[config.mk]
export PLATFORM = sky130hd
export DESIGN_NAME = assoc_data_cache
export DESIGN_NICKNAME = d
export VERILOG_FILES = /design/src/rtl/cache_pkg.sv /design/src/rtl/cache_way.sv /design/src/rtl/assoc_data_cache.sv
export SDC_FILE = /design/constraint.sdc
export NUM_CORES = 1
export LEC_CHECK = 0
export CORE_ASPECT_RATIO = 0.6
export CORE_MARGIN = 4
export CORE_UTILIZATION = 30
export CTS_CLUSTER_DIAMETER = 50
export DETAILED_ROUTE_END_ITERATION = 8
export PLACE_DENSITY = 0.47
export SETUP_SLACK_MARGIN = 0.02
export SYNTH_ARGS = -nofsm -noshare
export SYNTH_HDL_FRONTEND = slang
export SYNTH_SLANG_ARGS = --single-unit
[constraint.sdc]
create_clock -name clock -period 3.4 [get_ports clock]
set_input_delay 0.68 -clock clock [delete_from_list [all_inputs] [get_ports clock]]
set_output_delay 0.68 -clock clock [all_outputs]
set_load 0.01 [all_outputs]
[src/rtl/cache_pkg.sv]
// cache_pkg: shared types and helpers for the 2-way set-associative data cache.
//   state_t  - miss-handling FSM states
//   tag_w / block_w / maddr_w - derived width helpers
//   NUM_WAYS, WAY0, WAY1 - way-index constants
package cache_pkg;

    typedef enum logic [1:0] {
        IDLE      = 2'd0,
        WRITEBACK = 2'd1,
        FETCH     = 2'd2,
        REFILL    = 2'd3
    } state_t;

    localparam int NUM_WAYS = 2;
    localparam int WAY0     = 0;
    localparam int WAY1     = 1;

    function automatic int tag_w(input int addr_w, input int index_w, input int offset_w);
        return addr_w - index_w - offset_w;
    endfunction

    function automatic int block_w(input int word_w, input int offset_w);
        return word_w << offset_w;
    endfunction

    function automatic int maddr_w(input int tag_width, input int index_w);
        return tag_width + index_w;
    endfunction

endpackage

[src/rtl/cache_way.sv]
// cache_way: one way of the cache - per-set valid/dirty/tag/block storage,
// tag compare, word-select mux, CPU word write and block refill.
//   index/offset/tag  - lookup address fields (current CPU request)
//   hit, word         - lookup result and selected word
//   line_*            - state of the set addressed by index (victim info)
//   word_we, wdata    - CPU store into the word at {index, offset}
//   fill_*            - whole-block refill; leaves the line valid and clean
module cache_way
    import cache_pkg::*;
#(
    parameter int WORD_W   = 8,
    parameter int OFFSET_W = 2,
    parameter int INDEX_W  = 2,
    parameter int TAG_W    = 4,
    localparam int BLOCK_W = block_w(WORD_W, OFFSET_W),
    localparam int SETS    = 1 << INDEX_W,
    localparam int WORDS   = 1 << OFFSET_W
) (
    input  logic                clock,
    input  logic                reset,
    input  logic [INDEX_W-1:0]  index,
    input  logic [OFFSET_W-1:0] offset,
    input  logic [TAG_W-1:0]    tag,
    output logic                hit,
    output logic [WORD_W-1:0]   word,
    output logic                line_valid,
    output logic                line_dirty,
    output logic [TAG_W-1:0]    line_tag,
    output logic [BLOCK_W-1:0]  line_data,
    input  logic                word_we,
    input  logic [WORD_W-1:0]   wdata,
    input  logic                fill_we,
    input  logic [INDEX_W-1:0]  fill_index,
    input  logic [TAG_W-1:0]    fill_tag,
    input  logic [BLOCK_W-1:0]  fill_data
);

    logic [SETS-1:0]                        valid_q;
    logic [SETS-1:0]                        dirty_q;
    logic [SETS-1:0][TAG_W-1:0]             tag_q;
    logic [SETS-1:0][WORDS-1:0][WORD_W-1:0] data_q;

    assign line_valid = valid_q[index];
    assign line_dirty = dirty_q[index];
    assign line_tag   = tag_q[index];
    assign line_data  = data_q[index];
    assign hit        = valid_q[index] && (tag_q[index] == tag);
    assign word       = data_q[index][offset];

    // fill and CPU write never coincide: fill happens only in REFILL,
    // CPU writes only on an IDLE hit
    always_ff @(posedge clock or negedge reset) begin
        if (!reset) begin
            valid_q <= '0;
            dirty_q <= '0;
            tag_q   <= '0;
            data_q  <= '0;
        end else if (fill_we) begin
            valid_q[fill_index] <= 1'b1;
            dirty_q[fill_index] <= 1'b0;
            tag_q[fill_index]   <= fill_tag;
            data_q[fill_index]  <= fill_data;
        end else if (word_we) begin
            data_q[index][offset] <= wdata;
            dirty_q[index]        <= 1'b1;
        end
    end

endmodule

[src/rtl/assoc_data_cache.sv]
// assoc_data_cache: 2-way set-associative, write-back, write-allocate data cache.
//   CPU side: read/write/address/writedata in, readdata/busywait out.
//     Hits complete with no stall; misses hold busywait until refill is done.
//   Memory side: block-wide mem_read/mem_write/mem_address/mem_writedata out,
//     mem_readdata/mem_busywait in. All memory-side outputs are registered.
//   Holds the per-set LRU bit, victim selection and the miss FSM.
module assoc_data_cache
    import cache_pkg::*;
#(
    parameter int ADDR_W   = 8,
    parameter int WORD_W   = 8,
    parameter int OFFSET_W = 2,
    parameter int INDEX_W  = 2,
    localparam int TAG_W   = tag_w(ADDR_W, INDEX_W, OFFSET_W),
    localparam int BLOCK_W = block_w(WORD_W, OFFSET_W),
    localparam int MADDR_W = maddr_w(TAG_W, INDEX_W),
    localparam int SETS    = 1 << INDEX_W
) (
    input  logic               clock,
    input  logic               reset,
    input  logic               read,
    input  logic               write,
    input  logic [ADDR_W-1:0]  address,
    input  logic [WORD_W-1:0]  writedata,
    output logic [WORD_W-1:0]  readdata,
    output logic               busywait,
    input  logic               mem_busywait,
    input  logic [BLOCK_W-1:0] mem_readdata,
    output logic               mem_read,
    output logic               mem_write,
    output logic [MADDR_W-1:0] mem_address,
    output logic [BLOCK_W-1:0] mem_writedata
);

    logic [TAG_W-1:0]    tag;
    logic [INDEX_W-1:0]  index;
    logic [OFFSET_W-1:0] offset;
    assign {tag, index, offset} = address;

    logic [NUM_WAYS-1:0]              way_hit, way_valid, way_dirty, way_we, way_fill;
    logic [NUM_WAYS-1:0][WORD_W-1:0]  way_word;
    logic [NUM_WAYS-1:0][TAG_W-1:0]   way_tag;
    logic [NUM_WAYS-1:0][BLOCK_W-1:0] way_data;

    state_t              state_q, state_n;
    logic [SETS-1:0]     lru_q;
    logic                victim, victim_q;
    logic [TAG_W-1:0]    miss_tag_q;
    logic [INDEX_W-1:0]  miss_index_q;
    logic [BLOCK_W-1:0]  fill_q;
    logic                first_q, first_n;
    logic                mem_read_n, mem_write_n;
    logic [MADDR_W-1:0]  mem_address_n;
    logic [BLOCK_W-1:0]  mem_writedata_n;

    logic req, hit, hit_access, miss_start, done, victim_dirty;

    assign req        = read | write;
    assign hit        = |way_hit;
    assign hit_access = (state_q == IDLE) && req && hit;
    assign miss_start = (state_q == IDLE) && req && !hit;
    // the request's first cycle never completes, whatever mem_busywait shows
    assign done       = !first_q && !mem_busywait;

    // gated by reset so the stall drops the instant reset asserts
    assign busywait = reset && req && ((state_q != IDLE) || !hit);
    assign readdata = way_hit[WAY1] ? way_word[WAY1] :
                      way_hit[WAY0] ? way_word[WAY0] : '0;

    for (genvar w = 0; w < NUM_WAYS; w++) begin : g_way
        assign way_we[w]   = hit_access && write && way_hit[w];
        assign way_fill[w] = (state_q == REFILL) && (victim_q == 1'(w));

        cache_way #(
            .WORD_W   (WORD_W),
            .OFFSET_W (OFFSET_W),
            .INDEX_W  (INDEX_W),
            .TAG_W    (TAG_W)
        ) u_way (
            .clock      (clock),
            .reset      (reset),
            .index      (index),
            .offset     (offset),
            .tag        (tag),
            .hit        (way_hit[w]),
            .word       (way_word[w]),
            .line_valid (way_valid[w]),
            .line_dirty (way_dirty[w]),
            .line_tag   (way_tag[w]),
            .line_data  (way_data[w]),
            .word_we    (way_we[w]),
            .wdata      (writedata),
            .fill_we    (way_fill[w]),
            .fill_index (miss_index_q),
            .fill_tag   (miss_tag_q),
            .fill_data  (fill_q)
        );
    end

    // first invalid way (way0 preferred), else the LRU way
    always_comb begin
        victim = lru_q[index];
        if (!way_valid[WAY0])      victim = 1'b0;
        else if (!way_valid[WAY1]) victim = 1'b1;
    end
    assign victim_dirty = way_valid[victim] && way_dirty[victim];

    always_comb begin
        state_n         = state_q;
        mem_read_n      = mem_read;
        mem_write_n     = mem_write;
        mem_address_n   = mem_address;
        mem_writedata_n = mem_writedata;
        first_n         = 1'b0;
        case (state_q)
            IDLE: begin
                if (miss_start) begin
                    first_n = 1'b1;
                    if (victim_dirty) begin
                        state_n         = WRITEBACK;
                        mem_write_n     = 1'b1;
                        mem_address_n   = {way_tag[victim], index};
                        mem_writedata_n = way_data[victim];
                    end else begin
                        state_n       = FETCH;
                        mem_read_n    = 1'b1;
                        mem_address_n = {tag, index};
                    end
                end
            end
            WRITEBACK: begin
                if (done) begin
                    state_n       = FETCH;
                    mem_write_n   = 1'b0;
                    mem_read_n    = 1'b1;
                    mem_address_n = {miss_tag_q, miss_index_q};
                    first_n       = 1'b1;
                end
            end
            FETCH: begin
                if (done) begin
                    state_n    = REFILL;
                    mem_read_n = 1'b0;
                end
            end
            REFILL:  state_n = IDLE;
            default: state_n = IDLE;
        endcase
    end

    always_ff @(posedge clock or negedge reset) begin
        if (!reset) begin
            state_q       <= IDLE;
            mem_read      <= 1'b0;
            mem_write     <= 1'b0;
            mem_address   <= '0;
            mem_writedata <= '0;
            first_q       <= 1'b0;
            lru_q         <= '0;
            victim_q      <= 1'b0;
            miss_tag_q    <= '0;
            miss_index_q  <= '0;
            fill_q        <= '0;
        end else begin
            state_q       <= state_n;
            mem_read      <= mem_read_n;
            mem_write     <= mem_write_n;
            mem_address   <= mem_address_n;
            mem_writedata <= mem_writedata_n;
            first_q       <= first_n;
            // miss address is latched so a dropped request still refills correctly
            if (miss_start) begin
                victim_q     <= victim;
                miss_tag_q   <= tag;
                miss_index_q <= index;
            end
            if ((state_q == FETCH) && done) fill_q <= mem_readdata;
            // the touched way becomes MRU, so lru names the other one
            if (hit_access) lru_q[index] <= !way_hit[WAY1];
        end
    end

endmodule

==> impl_metrics.yaml <==
run_status:
  status: "finished, violations left"
  failed_checks: "design-rule violations, negative setup slack"
die:
  dieArea_um2: 68980
  io_pins: 102
  die_h_um: 205.0
  core_area_um2: 63340
  num_rows: 71
  initial_core_util_pct: 30.65
  dieWidth_um: 336.4
clock_tree:
  postCtsHoldBufs: 0
  cts_tree: "built"
  cts_root_buffer: "clkbuf_16"
  clkLatencyLatePin_ps: 580
  clk_pin_slew_ps: 70
  h-tree-depth: 2
  clock_tree.buffer_depth: 3
  cts_buffers: 41
  clock-sinks: 390
sta:
  finalCritPeriodShare_pct: 100.1
  fin_crit_ps: 3403
  setup_ws_ps: -2.724
  slew_viol_final: 0
  slew_headroom_pct: 31.34
  fmax_mhz: 293.9
  worst_clock_skew_ps: 32.01
  hold_viol: 0
  rsz0062_at_grt: "no"
  setup_viol: 1
  max_slew.worst_pin.slew_ps: 1030
synth:
  yosysTopAreaCellShare_pct: 50.27
  syn_nets: 1708
  synthMuxAreaShare_pct: 20.21
  synth-xor-area-share_pct: 0.4383
  synth_top_cells_by_area: "dfrtp_1 50%, mux4_2 11%, mux2_2 7.3%"
  yosys.area_share.simple_pct: 9.307
  ys_ff_latch: 390
  yosys.area.top_type: "dfrtp_1"
  ys_seq_area_share_pct: 50.27
  synthesis.area_um2: 19410
  synth_area_per_cell_um2: 11.76
  yosysWarnings: 0
  synth_top_family_by_area: "multiplexers"
  synth_cell_type_count: 48
  syn-instance-count: 1651
  synth_fa_ha_area_share_pct: 0.2578
  synth_compound_area_share_pct: 16.02
cells_and_area:
  fillCellCount: 6051
  fin_nets: 1895
  areaGrowthSynthToFinish_pct: 24.18
  drive_gt1_share_pct: 29.54
  utilization_pct: 38.06
  finalNonFillerCells: 2704
  antenna_cells: 0
  finalInstanceArea_um2: 24110
power_and_ir_drop:
  finalPower_w: 0.02207
  ir_drop_uv: 424.9
  total_leakage_power_nw: 10.42
  powerDensity_nw_per_um2: 915.3
routing:
  drtAntennaViolNets: 0
  drc: 2
  wl_per_cell_um: 32.55
  num_vias: 16610
  routed_wl_um: 88020
  drt_pass1_iterations: 9
  viasPerCell: 6.143
  drt_iter0_markers: 2197
critical_path:
  crit_type: "in -> out"
  crit_path_frequent_cell: "buf_12"
  cpMaxStageDelayCell: "mux4_2"
  worstPathMaxFanout: 8
  crit_chain: "buf_12 > buf_12 > buf_12 > buf_4 > mux4_2 > mux4_2 > nand2_1 > nand2_1 > buf_2"
  worst_path_largest_cell_delay_ps: 610
  crit_family: "multiplexers"
  required_ps: 2720
  cp_num_buf_inv: 5
  arrival_ps: 2720
  end_kind: "output port"
  cp-start-kind: "input pin"
place:
  dp.cells: 2630
  dp_hpwl_um: 65100
  gp_congestion: 1.090
  io_buffers: 101
  place_area_um2: 22730
global_route:
  grt_max_degree: 148
  antenna_found_initial: 4
  grt_usage_pct: 25.22
  grt_pass1_vias: 15690
  grt_overflow: 0
  grt_pass1_wl_um: 123800
job:
  drv_cap: 0
hold_path:
  hold_class: "in -> async"
-- registers in the layout, indices dropped and copies added, names as in the netlist, 4 cells and up --
name	count
g_way.u_way.dirty_q	8
mem_writedata	32
g_way.u_way.valid_q	8
lru_q	4
g_way.u_way.tag_q	32
fill_q	32
g_way.u_way.data_q	256
miss_tag_q	4
mem_address	6
-- cell families after synthesis --
family | count (synthesis)
mux | 260
compound gates | 418
simple gates | 405
fa+ha+maj | 4
xor+xnor | 8
flops | 390
buf+inv | 166
-- path summary, 6_finish.rpt --
path | from | endpoint | slack [ps] | depth (start not counted)
hold reg to reg | g_way[0].u_way.valid_q[1] | g_way[0].u_way.valid_q[1] | 480 | 1
max in group asynchronous | reset | g_way[1].u_way.data_q[27] | 2320 | 2
setup / recovery | address[2] | readdata[7] | -3 | 9
min in group clock | g_way[0].u_way.valid_q[1] | g_way[0].u_way.valid_q[1] | 480 | 1
setup reg to reg | g_way[1].u_way.tag_q[14] | g_way[1].u_way.data_q[31] | 460 | 11
hold / removal | reset | g_way[1].u_way.data_q[47] | 170 | 2
-- placed cells by master, fill, tap and decap left out, types with 5 or more instances in the layout --
cell type,instances
dfrtp_1,390
buf_4,174
nand2_1,134
a221o_1,128
mux2_2,126
nor2_1,114
mux4_2,93
o21ai_0,88
clkdlybuf4s50_1,88
nor3_1,82
a22oi_1,73
a21oi_1,63
mux2i_1,41
clkbuf_16,41
buf_12,28
a22o_1,23
nand3_1,12
a21o_1,12
or2_2,9
nor4_1,9
clkbuf_8,9
clkinv_2,9
inv_1,7
nand2_2,7
nor2_4,7
a31oi_1,7
buf_2,7
o31ai_1,6
xnor2_2,5
o21ai_2,5
clkbuf_1,5
-- cells in the mapped netlist, drive strengths merged --
cell type and count:
nor3 86, o41ai 1, nand3 16, and3 2, a31oi 7, clkbuf 81
mux2i 41, nor4 12, dfrtp 390, nand3b 1, o2bb2ai 1, or2 10
a22o 23, xnor2 8, mux2 126, a22oi 73, o22ai 3, o31ai 6
mux4 93, or3 1, a21o 12, nand2 141, ha 4, nor2 122
nor2b 4, o21ai 95, inv 7, a221o 128, nand2b 4, a211oi 4
a21oi 65, and2 5, nor4b 1, buf 78
-- per-stage QoR --
stage / setup TNS (ps) / worst slack [ps] / hold WS, ps
finish: -2.724 / -2.724 / 167.3
global route: 0 / 22.29 / 258.3
CTS: 0 / 17.93 / 299.5
detailed placement: -3619 / -313.6 / 456.9
global placement: -2657 / -290.5 / 460.0
floorplan: 0 / 30.51 / 384.4
-- per-layer routing --
| metal | track usage (%) | routed length, um |
|---|---|---|
| met1 | 39.07 | 40280 |
| met5 | 0 | 33 |
| met3 | 12.33 | 14090 |
| met4 | 4.928 | 1785 |
| met2 | 30.73 | 31830 |
-- report_power, final --
group / leakage (nW) / internal, W / switching (W) / total (W)
logic: 4.76 / 0.00401 / 0.00407 / 0.00808
registers: 5.01 / 0.00657 / 0.00285 / 0.00942
clock network: 0.653 / 0.00256 / 0.00200 / 0.00456
-- final cells by class --
type,instances,area (um^2),share of cell area [%]
Clock inverter,15,138.9,0.5761
Inverter,7,26.28,0.1090
Sequential cell,390,9759,40.48
Clock buffer,55,1169,4.847
Multi-Input combinational cell,1095,9101,37.75
Tap cell,839,1050,4.354
Timing Repair Buffer,303,2864,11.88
-- timing repair --
action / CTS / global route
endpoints found under the setup margin: 9 / 7
endpoints found under the hold margin: 0 / 0
pin swaps: 2 / 2
resized for setup: 39 / 9
gates cloned: 0 / 0
setup buffers: 3 / 1
Note: power is estimated with default switching activity, not from simulation.
